<file path="src/rtl/pos_eqn_sweep_ctrl.sv">
// Sweep sequencer for the 3-input POS equation circuit (Y = A + B&C).
// Drives every input combination, lets Y settle, samples it into a truth
// table and compares the table against EXPECT when the sweep ends.
// Optional feature macro: FAIL_CAPTURE_EN adds first_fail/fail_vld, which
// record the lowest mismatching input index.
module pos_eqn_sweep_ctrl #(
  parameter int unsigned           N_IN   = 3,
  parameter int unsigned           SETTLE = 2,
  parameter logic [(2**N_IN)-1:0]  EXPECT = 8'hF8
) (
  input  logic                     clk,
  input  logic                     rst,
  input  logic                     start,
  output logic [N_IN-1:0]          abc,
  input  logic                     y,
  output logic                     busy,
  output logic                     done,
  output logic [(2**N_IN)-1:0]     truth,
  output logic                     pass
`ifdef FAIL_CAPTURE_EN
  ,
  output logic [N_IN-1:0]          first_fail,
  output logic                     fail_vld
`endif
);

  localparam int unsigned V          = 2**N_IN;
  localparam int unsigned IdxW       = N_IN + 1;
  localparam int unsigned WcntW      = (SETTLE > 1) ? $clog2(SETTLE) : 1;
  localparam int unsigned SettleLast = (SETTLE > 0) ? SETTLE - 1 : 0;

  typedef enum logic [1:0] {StIdle, StWait, StSample, StFinish} state_e;

  state_e            state_q, state_d;
  logic [IdxW-1:0]   idx_q, idx_d;
  logic [WcntW-1:0]  wcnt_q, wcnt_d;
  logic [N_IN-1:0]   abc_q, abc_d;
  logic              busy_q, busy_d;
  logic              done_q, done_d;
  logic [V-1:0]      truth_q, truth_d;
  logic              pass_q, pass_d;
`ifdef FAIL_CAPTURE_EN
  logic [N_IN-1:0]   first_fail_q, first_fail_d;
  logic              fail_vld_q, fail_vld_d;
`endif

  // Next-state and output logic; a settle window of zero skips WAIT entirely.
  always_comb begin
    state_d = state_q;
    idx_d   = idx_q;
    wcnt_d  = wcnt_q;
    abc_d   = abc_q;
    busy_d  = busy_q;
    done_d  = 1'b0;
    truth_d = truth_q;
    pass_d  = pass_q;
`ifdef FAIL_CAPTURE_EN
    first_fail_d = first_fail_q;
    fail_vld_d   = fail_vld_q;
`endif
    case (state_q)
      StIdle: begin
        if (start) begin
          idx_d   = '0;
          abc_d   = '0;
          truth_d = '0;
          pass_d  = 1'b0;
          busy_d  = 1'b1;
          wcnt_d  = '0;
`ifdef FAIL_CAPTURE_EN
          first_fail_d = '0;
          fail_vld_d   = 1'b0;
`endif
          state_d = (SETTLE == 0) ? StSample : StWait;
        end
      end
      StWait: begin
        if (wcnt_q == WcntW'(SettleLast)) begin
          state_d = StSample;
        end else begin
          wcnt_d = wcnt_q + 1'b1;
        end
      end
      StSample: begin
        truth_d[idx_q[N_IN-1:0]] = y;
`ifdef FAIL_CAPTURE_EN
        if ((y != EXPECT[idx_q[N_IN-1:0]]) && !fail_vld_q) begin
          first_fail_d = idx_q[N_IN-1:0];
          fail_vld_d   = 1'b1;
        end
`endif
        // Terminate on the compare at the last vector, never on wrap-around.
        if (idx_q == IdxW'(V - 1)) begin
          state_d = StFinish;
        end else begin
          idx_d   = idx_q + 1'b1;
          abc_d   = idx_d[N_IN-1:0];
          wcnt_d  = '0;
          state_d = (SETTLE == 0) ? StSample : StWait;
        end
      end
      StFinish: begin
        busy_d  = 1'b0;
        done_d  = 1'b1;
        pass_d  = (truth_q == EXPECT);
        state_d = StIdle;
      end
      default: state_d = StIdle;
    endcase
  end

  // State register with synchronous active-high reset.
  always_ff @(posedge clk) begin
    if (rst) begin
      state_q <= StIdle;
      idx_q   <= '0;
      wcnt_q  <= '0;
      abc_q   <= '0;
      busy_q  <= 1'b0;
      done_q  <= 1'b0;
      truth_q <= '0;
      pass_q  <= 1'b0;
`ifdef FAIL_CAPTURE_EN
      first_fail_q <= '0;
      fail_vld_q   <= 1'b0;
`endif
    end else begin
      state_q <= state_d;
      idx_q   <= idx_d;
      wcnt_q  <= wcnt_d;
      abc_q   <= abc_d;
      busy_q  <= busy_d;
      done_q  <= done_d;
      truth_q <= truth_d;
      pass_q  <= pass_d;
`ifdef FAIL_CAPTURE_EN
      first_fail_q <= first_fail_d;
      fail_vld_q   <= fail_vld_d;
`endif
    end
  end

  assign abc   = abc_q;
  assign busy  = busy_q;
  assign done  = done_q;
  assign truth = truth_q;
  assign pass  = pass_q;
`ifdef FAIL_CAPTURE_EN
  assign first_fail = first_fail_q;
  assign fail_vld   = fail_vld_q;
`endif

endmodule

</file>
<file path="config.mk">
export PLATFORM = sky130hd
export DESIGN_NAME = pos_eqn_sweep_ctrl
export DESIGN_NICKNAME = d
export VERILOG_FILES = /design/src/rtl/pos_eqn_sweep_ctrl.sv
export SDC_FILE = /design/constraint.sdc
export NUM_CORES = 1
export LEC_CHECK = 0
export BUFFER_PORTS_ARGS = -buffer_cell sky130_fd_sc_hd__buf_2
export CORE_MARGIN = 1
export CORE_UTILIZATION = 40
export CTS_BUF_LIST = sky130_fd_sc_hd__clkbuf_16
export DETAILED_ROUTE_END_ITERATION = 10
export HOLD_SLACK_MARGIN = 0.03
export SETUP_SLACK_MARGIN = 0.1
export SLEW_MARGIN = 20
export SYNTH_ARGS = -nofsm -noshare
export SYNTH_HDL_FRONTEND = slang
export SYNTH_SLANG_ARGS = --single-unit
</file>
<file path="constraint.sdc">
create_clock -name clk -period 4 [get_ports clk]
set_input_delay 0.2 -clock clk [delete_from_list [all_inputs] [get_ports clk]]
set_output_delay 0.2 -clock clk [all_outputs]
set_load 0.01 [all_outputs]
</file>
Word-level counts from Yosys, hierarchy flattened
Index checks and enable logic that the tools add are counted.
- $add $sub $neg: 2
- muxes and demuxes: 23
- $lt $le $gt $ge: 2
- reductions and logical operators: 10
- equal/unequal tests: 8
- operators by type and width (operator ; count):
    8-bit one-hot mux with 2 select lines ; 1
    8-bit bitwise mux ; 1
    8-bit equality test, second input constant ; 1
    4-bit 2-to-1 mux ; 2
    8-bit 2-to-1 mux ; 1
    2-bit one-hot mux with 4 select lines ; 1
    4-bit one-hot mux with 2 select lines ; 1
    1-bit 2-to-1 mux ; 6
    2-bit 2-to-1 mux ; 3
    3-bit 2-to-1 mux ; 2
    2-bit inequality test, second input constant ; 3
    3-bit one-hot mux with 2 select lines ; 1
    2-bit AND reduction ; 3
    3-bit AND reduction ; 2
    4-bit by 1-bit adder with 4-bit output, second input constant ; 1
    2-bit equality test, second input constant ; 2
    4-bit by 3-bit equality test with 1-bit output, second input constant ; 1
    3-bit by 4-bit less-than comparator with 1-bit output, second input constant ; 1
    1-bit one-hot mux with 2 select lines ; 2
    2-bit nonzero test ; 2
    1-bit demux with 3-bit select ; 1
    3-bit by 1-bit greater-or-equal comparator with 1-bit output, second input constant ; 1
    1-bit one-hot mux with 3 select lines ; 1
    3-bit nonzero test ; 1
    other kinds (4) ; 4
- output and inout port bits: 14
- bits in registers: 21
- input bits: 4
- logic and storage cells: 53

Logic depth before layout (Yosys ltp)
Gate-level depths: netlist of run 1.
- word-level depth: 6
- mapped depth: 5
- depth with buffers taken out: 4

Worst setup path after synthesis of run 1
OpenSTA, ideal clock, no wires.
- path type: register to register
- start point: register state_q[1]
- end point: register truth_q[2], in the netlist truth[2]
- setup slack: 2.664 ns
- stages on the path, launching flop included: 6
- clock period less this slack: 1.336 ns
- arrival time: 1.221 ns
- data required time: 3.884 ns
- buffers on the path: 2
- setup time: 0.116 ns
- cell sequence: dfxtp_1 > buf_6 > or3b_1 > nor2b_4 > buf_6 > a31o_1
- word-level cells in the longest chain between the ends: 3
- elaborated cells between the ends (all ways): 6
- those cells by class: 2 x eq/ne; 1 x mux; 3 x reduce/logical
- ends and longest elaborated chain (what ; line ; text):
    start, declared ; 34 ; state_e state_q, state_d;
    start signal, assigned ; 115 ; state_q <= StIdle;
    start signal, assigned ; 128 ; state_q <= state_d;
    2-bit equality test / 2-bit zero test (equally long branches) ; 61 ; case (state_q)
    2-bit nonzero test (no source line) / 2-bit inequality test (equally long branches) ; n/a ;
    2-bit AND reduction (no source line) ; n/a ;
    end signal, assigned ; 134 ; truth_q <= truth_d;
    end, declared ; 40 ; logic [V-1:0] truth_q, truth_d;
Parallel ways exist; a longest one is shown, timed or not.
A chain may end at the register's enable or synchronous reset.

Worst setup path in the final report of run 1
- start point: register idx_q[0]
- end point: register truth_q[7], in the netlist truth[7]
- word-level cells in the longest chain between the ends: 6
- elaborated cells between the ends (all ways): 7
- those cells by class: 2 x order compare; 4 x mux; 1 x reduce/logical
- ends and longest elaborated chain (what ; line ; text):
    start, declared ; 35 ; logic [IdxW-1:0] idx_q, idx_d;
    start signal, assigned ; 129 ; idx_q <= idx_d;
    3-bit by 4-bit less-than comparator with 1-bit output (not written as such) / 3-bit by 1-bit greater-or-equal comparator with 1-bit output (equally long branches) ; 85 ; truth_d[idx_q[N_IN-1:0]] = y;
    1-bit logical AND (not written as such) ; 85 ;
    1-bit 2-to-1 mux (not written as such) ; 85 ;
    1-bit demux with 3-bit select (*) ; 85 ;
    8-bit bitwise mux (*) ; 85 ;
    8-bit one-hot mux with 2 select lines (*) ; 61 ;
Mark *: on every way between the ends. The rest lies on a longest branch, timed or not.

==> metrics, run 1 <==
status=finished, final reports clean; Area Overhead vs Synth=14.5%; Final ANT Viol Nets=0; Initial Utilization=44.5%; VDD IR max=163 uV; Hold Crit Class=in2reg; CTS tree=yes; Filler Cell Count=213; post-synth top area share=39.7%; row cnt=16; synth warn=0; syn nets=105; post-detail-place hpwl=1.32 mm; placer congestion estimate=0.760; Port-buffer cells=17; CTS Hold Bufs=0; Max Cap Viol=0; via density per instance=5.54; Slew HR=73.6%; LEAKAGE=0.000405 uW; FF+latch area=360 um2; drt first pass iters=4; #FFs+latches synth=18; clock buffer count from CTS=3; commonest non-fill, non-tap cell in the layout=dfxtp_1; Worst Hold Path Cells=3; fmax=685 MHz; Syn Area/Cell=9.08 um2; Ports=18; GRT Total Usage=17.2%; Slew Viols, Final=0; footprint of the multi-input gates=478 um2; crit path DAT=1.60 ns; Post-Synth XOR/XNOR Area=0%; total power=411 uW; cells on worst reg2reg path=3; commonest non-fill, non-tap cells in the layout=dfxtp_1, buf_2, nand2b_1, a31o_1, nor2_1; CTS resizes=0; Die Ht=49.7 um; largest net degree at the start of global routing=15; main combinational cell family by area after synthesis=simple AND/OR/NAND/NOR gates; RSZ-0062 raised after global routing=no; worst slew pin tran=0.391 ns; Finished Cell Area=1040 um2; fin crit share=36.5%; first-pass GRT wire length=3.23 mm; setup bufs post-CTS=0; Post-Synth Simple-Gate Area=33.5%; Die W=49.7 um; post-synthesis cell area=908 um2; wire per inst=13.7 um; mux contribution to synthesized area=1.10%; top cells by area, synth=dfxtp_1, a31o_1, nand2b_1; count of different cell masters after synthesis=33; initial drt markers=18; final hold vios=0; Clk pin slew, worst setup/hold paths=0.05 ns; hold slack=0.291 ns; H-Tree Depth=1; initial antenna violation count=0; CTS max path bufs=2; Ant. Diodes=0; Worst Skew=0.00367 ns; critical path required time=4.14 ns; total number of vias=764; post-synthesis compound-gate area fraction=16.7%; clk_lat worst skew=0.25 ns; Synth Area in Adders=1.38%; crit path time final=1.46 ns; Setup crit start kind=flip-flop; grt ovf=0; die area=2470 um2; critical path type=reg2reg; Post-DP Area=961 um2; drt total wl=1.88 mm; vias in the first global route=668; CTS root buffer=clkbuf_16; Final Setup Violations=0; pwr/cell area=395 nW/um2; Yosys top cell by area=dfxtp_1; area of the core=2040 um2; sequential cell area fraction in the yosys report=39.7%; nets@finish=117; setup TNS=0 ns; DRC violations left=0; Cells after Synth=100; Critical Path Sink Type=flip-flop; crit-path max FO=11; layout cells sized above 1=20.7%; CTS Sinks=18
-- cells in the mapped netlist --
cell type,number
dfxtp_1,18
a31o_1,9
nand2b_1,9
nor2_1,6
nor4_1,5
nand2_1,4
nand3_1,4
nor2b_1,4
nor3_1,4
a21oi_1,3
buf_4,3
clkbuf_1,3
nand3b_1,3
buf_2,2
buf_6,2
o21ai_0,2
o21bai_1,2
or2b_1,2
a211oi_1,1
a2bb2oi_1,1
a41oi_1,1
and3b_1,1
ha_1,1
inv_1,1
mux2i_1,1
nand4b_1,1
nor2b_4,1
nor3b_2,1
o21a_1,1
or2_2,1
or3_1,1
or3b_1,1
or4bb_1,1
-- final timing paths --
kind	from	endpoint	slack, ns
setup / recovery	idx_q[0]	truth[7]	2.54
hold / removal	start	state_q[0]	0.29
setup reg to reg	idx_q[0]	truth[7]	2.54
hold reg to reg	pass	pass	0.48
-- worst max-delay path: stages (launching register included) --
cell      delay, ns
dfxtp_1        0.53
nand3b_1       0.25
or2_2          0.37
a31o_1         0.21
-- cells by family (layout without fill, tap and decap cells) --
kind of cell               Yosys count  in the layout
and+or+nand+nor                     49             49
DFF                                 18             18
adders and majority gates            1              1
muxes                                1              1
buffers and inverters               11             22
AOI/OAI and AO/OA                   20             20
-- registers in the layout (all words and copies together), names as in the netlist --
signal,count
busy,1
done,1
idx_q,4
pass,1
state_q,2
truth,8
wcnt_q,1
-- report_power, final --
| part | internal (uW) | switching [uW] |
|---|---|---|
| logic | 10.2 | 12.5 |
| registers | 183 | 4.22 |
| clock network | 133 | 68.3 |
-- layout make-up --
cell class | instances | share of cell area [%]
repair buffers | 17 | 8.18
flip-flops and latches | 18 | 34.7
clock buffers | 3 | 7.22
clock inverters | 1 | 0.361
multi-input cells | 71 | 46.0
well taps | 27 | 3.25
inverters | 1 | 0.361
-- routing by layer --
metal | global-route usage [%] | vias to the layer above | wire length, um
met2 | 26.1 | 25 | 844
met1 | 23.3 | 354 | 904
met4 | 7.14 | 0 | 34
met5 | 0 | - | 0
met3 | 3.70 | 5 | 102
li1 | - | 380 | -
-- stage by stage --
step                      worst slack, ns  cells  util, %
after global routing                 2.43    138     50.9
after detailed placement             2.57    134     47.1
final                                2.54    138     50.9
after CTS                            2.55    138     50.9
after global placement               2.60    134     47.1
after floorplan                      2.66    100        -
(Power assumes the default switching activity.)
==> run 2: changes to the inputs <==
Settings changed: ABC_AREA from default to 1.
Clock period 4 ns to 1.5 ns, I/O delays scaled along.
==> run 2 against run 1 <==
  * Critical path depth rose by 4
  * Clock power grew to 2.7 times the previous value
  * Combinational power increased to 5.3 times the previous value
  * Global-route usage barely moved
  * Register-to-register slack got worse by 2.3 ns
  * Sequential share of layout area is 1.2 points lower
  * Count of clock-buffer cells in the layout did not move
  * Largest cell class unchanged
  * Largest power group unchanged
  * Highest routed layer unchanged
==> metrics, run 2 <==
status=finished, final reports clean; top post-synthesis cells by count=nand2_1, dfxtp_1, inv_1, nor2_1; Hold Crit Class=in2reg; die area=2400 um2 (-2.5%); Final WS setup=0.228 ns (-2.31 ns); Finished Cell Area=1080 um2 (+4.1%); Post-synth EDFFs=0 (unchanged); Critical Path Sink Type=flip-flop; max reg flops=8 (unchanged); Final Setup Violations=0 (unchanged); placer congestion estimate=0.894 (+18%); grt ovf=0 (unchanged); worst slew pin tran=0.265 ns (-0.126 ns); LEAKAGE=0.000489 uW (+21%); Final ANT Viol Nets=0 (unchanged); critical path type=reg2reg; CTS tree=yes; post-synth top area share=40.7% (+1.1 points); first-pass GRT wire length=3.12 mm (-3.4%); Syn Area/Cell=7.13 um2 (-21%); clk_lat worst skew=0.25 ns (about the same); Max Cap Viol=0 (unchanged); CTS root buffer=clkbuf_16; wire per inst=11.4 um (-17%); VDD IR max=944 uV (+480%); gr busiest metal=met2; syn nets=129 (+23%); slowest stage delay, CP=0.42 ns (-0.11 ns); Slowest cell on crit path=dfxtp_1; Pint=893 uW (+170%); DRC violations left=0 (unchanged); layout cells sized above 1=22.1% (+1.3 points); Setup crit start kind=flip-flop; Port-buffer cells=17 (unchanged); clock buffer count from CTS=3 (unchanged); Post-DP Area=965 um2 (+0.39%); critical path required time=1.68 ns (-2.46 ns); Die W=49.0 um (-1.3%); Setup WS pre-CTS=0.226 ns (-2.34 ns); pwr/cell area=1080 nW/um2 (+170%); NetSw=275 uW (+220%); largest net degree at the start of global routing=16 (+1); sequential cell area fraction in the yosys report=40.7% (+1.1 points); crit path time final=1.27 ns (-0.189 ns); #FFs+latches synth=18 (unchanged); area of the core=2020 um2 (-0.98%); grt met2 use=25.9% (-0.20 points); total number of vias=836 (+9.4%); top cells by area, synth=dfxtp_1, nand2_1, inv_1; drt total wl=1.96 mm (+3.9%); commonest non-fill, non-tap cell in the layout=nand2_1; Clk pin slew, worst setup/hold paths=0.05 ns (about the same); via density per instance=4.86 (-12%); RSZ-0062 raised after global routing=no; post-synthesis cell area=885 um2 (-2.6%); fmax=786 MHz (+15%); Die Ht=49.0 um (-1.3%); CTS max path bufs=2 (unchanged); critical-path cell list=ha_1 -> nand2_1 -> inv_1 -> nand3_2 -> nand2_1 -> inv_1 -> a21oi_1; count of different cell masters after synthesis=23 (-30%); Slew HR=82.3% (+8.7 points); Post-synth ARST share=0% (unchanged); met3 Track Usage GR=5.61% (+1.9 points); Worst Skew=0.00169 ns (-0.00198 ns); setup TNS=0 ns (unchanged); crit path DAT=1.45 ns (-0.15 ns); Area Overhead vs Synth=22.3%; Ant. Diodes=0 (unchanged); Cells after Synth=124 (+24%); final hold vios=0 (unchanged); Yosys top cell by area=dfxtp_1; Initial Utilization=43.7% (-0.74 points); drt first pass iters=4 (unchanged); Flop pwr share=43.7% (-1.8 points); row cnt=16 (unchanged); fin crit share=84.8% (+48 points); slack of the worst reg-to-reg path=0.23 ns (-2.31 ns); vias in the first global route=689 (+3.1%); Ports=18 (unchanged); CTS Sinks=18 (unchanged); H-Tree Depth=1 (unchanged); synth warn=0 (unchanged); crit-path max FO=6 (-5); cell with the most instances after synthesis=nand2_1; GRT Total Usage=17.1% (-0.024 points); post-detail-place hpwl=1.32 mm (-0.45%); initial antenna violation count=0 (unchanged); nets@finish=151 (+29%); Comb pwr share=10.4% (+4.9 points); Slew Viols, Final=0 (unchanged); Clock power frac=46.0% (-3.0 points); Sw Ratio=23.5% (+2.8 points); Synth Flop Type=dfxtp_1; initial drt markers=24 (+6); met1 Usage GRT=23.3% (+0.076 points); commonest non-fill, non-tap cells in the layout=nand2_1, dfxtp_1, buf_2
[run 2: changes by cell type after synthesis, moves of 5 or more]
cell	previous run	this run
a21oi_1	3	10
a31o_1	9	0
inv_1	1	14
nand2_1	4	29
nand2b_1	9	0
nand3_1	4	10
nor2_1	6	14
nor4_1	5	0
[run 2: worst max-delay path: cells and delay by family, from the launching register on]
family | cells | cell delay [ns]
buffers and inverters | 2 | 0.15
DFF | 1 | 0.42
AOI/OAI and AO/OA | 1 | 0.12
and+or+nand+nor | 3 | 0.29
adders and majority gates | 1 | 0.21
[run 2: timing repair]
action,CTS,global route
setup buffers,0,5
hold buffers,0,0
endpoints found under the setup margin,0,5
gates resized for setup,0,1
[run 2: stage by stage]
| step | instances | util, % | total power [uW] | hold WS [ns] |
|---|---|---|---|---|
| final | 172 | 53.5 | 1170 | 0.148 |
| after global placement | 163 | 47.7 | 626 | 0.398 |
| after floorplan | 124 | - | 600 | 0.220 |
| after detailed placement | 163 | 47.7 | 627 | 0.407 |
| after global routing | 172 | 53.5 | 1230 | 0.161 |
| after CTS | 167 | 51.6 | 1170 | 0.143 |
[run 2: cell families (layout without fill, tap and decap cells)]
kind of cell             count (synthesis)  after routing  synth area share (%)
adder cells (fa/ha/maj)                  1              1                  1.41
AND/OR/NAND/NOR                         60             60                  31.1
buffers and inverters                   21             42                  11.6
AO/OA/AOI/OAI                           24             24                  15.1
flip-flops                              18             18                  40.7
[run 2: cell type report]
class | count | area (um2)
Fill cell | 202 | 940
Multi-Input combinational cell | 85 | 422
Sequential cell | 18 | 362
Timing Repair Buffer | 23 | 130
Clock buffer | 3 | 75.1
Inverter | 15 | 56.3
Tap cell | 27 | 33.8
Clock inverter | 1 | 3.75
[run 2: final timing paths]
kind / startpoint / depth (start not counted) / end
worst max-delay path: idx_q[1] / 7 / idx_q[0]
worst min-delay path: rst / 2 / done
worst max register to register: idx_q[1] / 7 / idx_q[0]
worst min register to register: busy / 2 / busy
[run 2: metal layers]
metal | vias up | part of all wire, %
li1 | 441 | -
met1 | 373 | 49
met2 | 19 | 45
met3 | 3 | 5.0
met4 | 0 | 1.1
met5 | - | 0
[run 2: power groups by stage]
stage          combinational, uW  clock (uW)  sequential, uW
2_1_floorplan               81.6           0             518
3_3_place_gp                 108           0             518
3_5_place_dp                 108           0             519
4_1_cts                      109         552             509
5_1_grt                      137         582             511
6_report                     121         537             510
==> run 3: changes to the inputs <==
Clock period 1.5 ns to 1.3 ns, I/O delays scaled along.
==> run 3 against run 2 <==
  * Flip-flop and latch count unchanged
  * Global-route usage increased by 0.42 points
  * Hold slack got worse by 0.028 ns
  * Count of clock-buffer cells in the layout unchanged
  * Final cell count unchanged
==> metrics, run 3 (synthesis gave the netlist of run 2 again) <==
largest net degree at the start of global routing=14 (-2); CTS Hold Bufs=0 (unchanged); slowest stage delay, CP=0.36 ns (-0.06 ns); Hold Crit Class=in2reg; layout cells sized above 1=27.6% (+5.5 points); Worst Skew=0.00210 ns (+0.000410 ns); initial drt markers=26 (+8.3%); reg-to-reg endpoint=truth[1]; H-Tree Depth=1 (unchanged); placer congestion estimate=0.884 (-1.1%); fin crit share=90.8% (+6.0 points); total number of vias=856 (+2.4%); Ant. Diodes=0 (unchanged); post-detail-place hpwl=1.39 mm (+5.4%); LEAKAGE=0.000491 uW (+0.52%); status=finished, final reports clean; wire per inst=11.5 um (+0.92%); Port-buffer cells=17 (unchanged); Slowest cell on crit path=dfxtp_4; Max Cap Viol=0 (unchanged); grt ovf=0 (unchanged); GRT Total Usage=17.6% (+0.42 points); row cnt=16 (unchanged); critical-path cell list=nor2_1 -> nand2_2 -> buf_4 -> a22oi_1 -> nor2_1; max reg flops=8 (unchanged); initial antenna violation count=0 (unchanged); Final ANT Viol Nets=0 (unchanged); footprint of the multi-input gates=434 um2 (+3.0%); clock buffer count from CTS=3 (unchanged); clk_lat worst skew=0.25 ns (about the same); die area=2400 um2 (unchanged); worst slew pin tran=0.266 ns (+0.000377 ns); critical path required time=1.44 ns (-0.24 ns); vias in the first global route=723 (+4.9%); Worst Hold Path Cells=2 (unchanged); RSZ-0062 raised after global routing=yes; Critical Path Sink Type=flip-flop; Die W=49.0 um (unchanged); first-pass GRT wire length=3.19 mm (+2.2%); FF+latch area=374 um2 (+3.5%); Slew HR=82.3% (about the same); critical path type=reg2reg; slack of the worst reg-to-reg path=0.12 ns (-0.11 ns); Slew Viols, Final=0 (unchanged); CTS Sinks=18 (unchanged); Ports=18 (unchanged); nets@finish=151 (unchanged); via density per instance=4.98 (+2.4%); commonest non-fill, non-tap cells in the layout=nand2_1, buf_2, inv_1, nor2_1, dfxtp_1; dpl cells=165 (+1.2%); min-delay src=rst; VDD IR max=1120 uV (+19%); crit path time final=1.18 ns (-0.0914 ns); Clk pin slew, worst setup/hold paths=0.05 ns (about the same); Area Overhead vs Synth=26.6%; Final Setup Violations=0 (unchanged); CTS max path bufs=2 (unchanged); Finished Layout Cells=172 (unchanged); crit path DAT=1.32 ns (-0.13 ns); Die Ht=49.0 um (unchanged); Crit path top cell by count=nor2_1; area of the core=2020 um2 (unchanged); CTS tree=yes; crit-path max FO=7 (+1); cells on worst reg2reg path=5 (-2); Hold EP=idx_q[2]; fmax=847 MHz (+7.7%); reg2reg start=state_q[1]; drt first pass iters=4 (unchanged); DRC violations left=0 (unchanged); Setup crit start kind=flip-flop; pwr/cell area=1210 nW/um2 (+12%); CTS root buffer=clkbuf_16; Filler Cell Count=200 (-0.99%); setup TNS=0 ns (unchanged); drt total wl=1.98 mm (+0.92%); Initial Utilization=43.7% (unchanged); final hold vios=0 (unchanged); commonest non-fill, non-tap cell in the layout=nand2_1
-- run 3: power breakdown --
part | leakage, uW | switching (uW) | internal (uW)
combinational | 0.000304 | 95.7 | 58.0
sequential | 0.000149 | 15.6 | 567
clock | 0.0000385 | 210 | 409
total | 0.000491 | 322 | 1030
-- run 3: cell type report --
type                            count  share of cell area, %
Clock inverter                      1                  0.335
Clock buffer                        3                   6.70
Tap cell                           27                   3.02
Multi-Input combinational cell     85                   38.8
Inverter                           15                   5.03
Timing Repair Buffer               23                   12.7
Sequential cell                    18                   33.4
-- run 3: how the worst max path moves through the flow --
stage / slack, ns / endpoint / start / cells after the start
2_1_floorplan: 0.20 / idx_q[2] / idx_q[0] / 7
3_3_place_gp: 0.05 / idx_q[2] / idx_q[0] / 7
3_5_place_dp: 0.03 / idx_q[1] / idx_q[0] / 7
4_1_cts: 0.11 / truth[1] / state_q[1] / 5
5_1_grt: 0.05 / truth[1] / state_q[1] / 5
6_report: 0.12 / truth[1] / state_q[1] / 5
-- run 3: worst max-delay path, delay by kind of cell (launching register included) --
family                 cells  cell delay [ns]
AND/OR/NAND/NOR            3             0.36
buffers and inverters      1             0.20
AO/OA/AOI/OAI              1             0.16
flip-flops                 1             0.36
-- run 3: repair_timing --
item                                    CTS  global route
endpoints found under the setup margin   11            13
buffers inserted                          1             2
gates resized for setup                   2            10
endpoints found under the hold margin     0             0
pin swaps                                 1             2
-- run 3: layer usage --
layer / vias up / global-route usage [%] / wire length, um / share of wire (%)
met5: - / 0 / 0 / 0
met4: 0 / 5.88 / 19 / 0.96
met3: 2 / 6.54 / 109 / 5.5
met2: 25 / 27.8 / 932 / 47
met1: 388 / 21.9 / 915 / 46
li1: 441 / - / - / -
-- run 3: stage by stage --
step | setup slack, ns | power [uW] | utilization [%] | hold WS, ns | cell area, um2
5_1_grt | 0.0492 | 1420 | 55.4 | 0.136 | 1120
4_1_cts | 0.111 | 1360 | 53.5 | 0.128 | 1080
3_5_place_dp | 0.0267 | 732 | 48.5 | 0.386 | 980
2_1_floorplan | 0.196 | 692 | - | 0.210 | 885
6_report | 0.120 | 1360 | 55.4 | 0.119 | 1120
3_3_place_gp | 0.0495 | 732 | 48.5 | 0.388 | 980
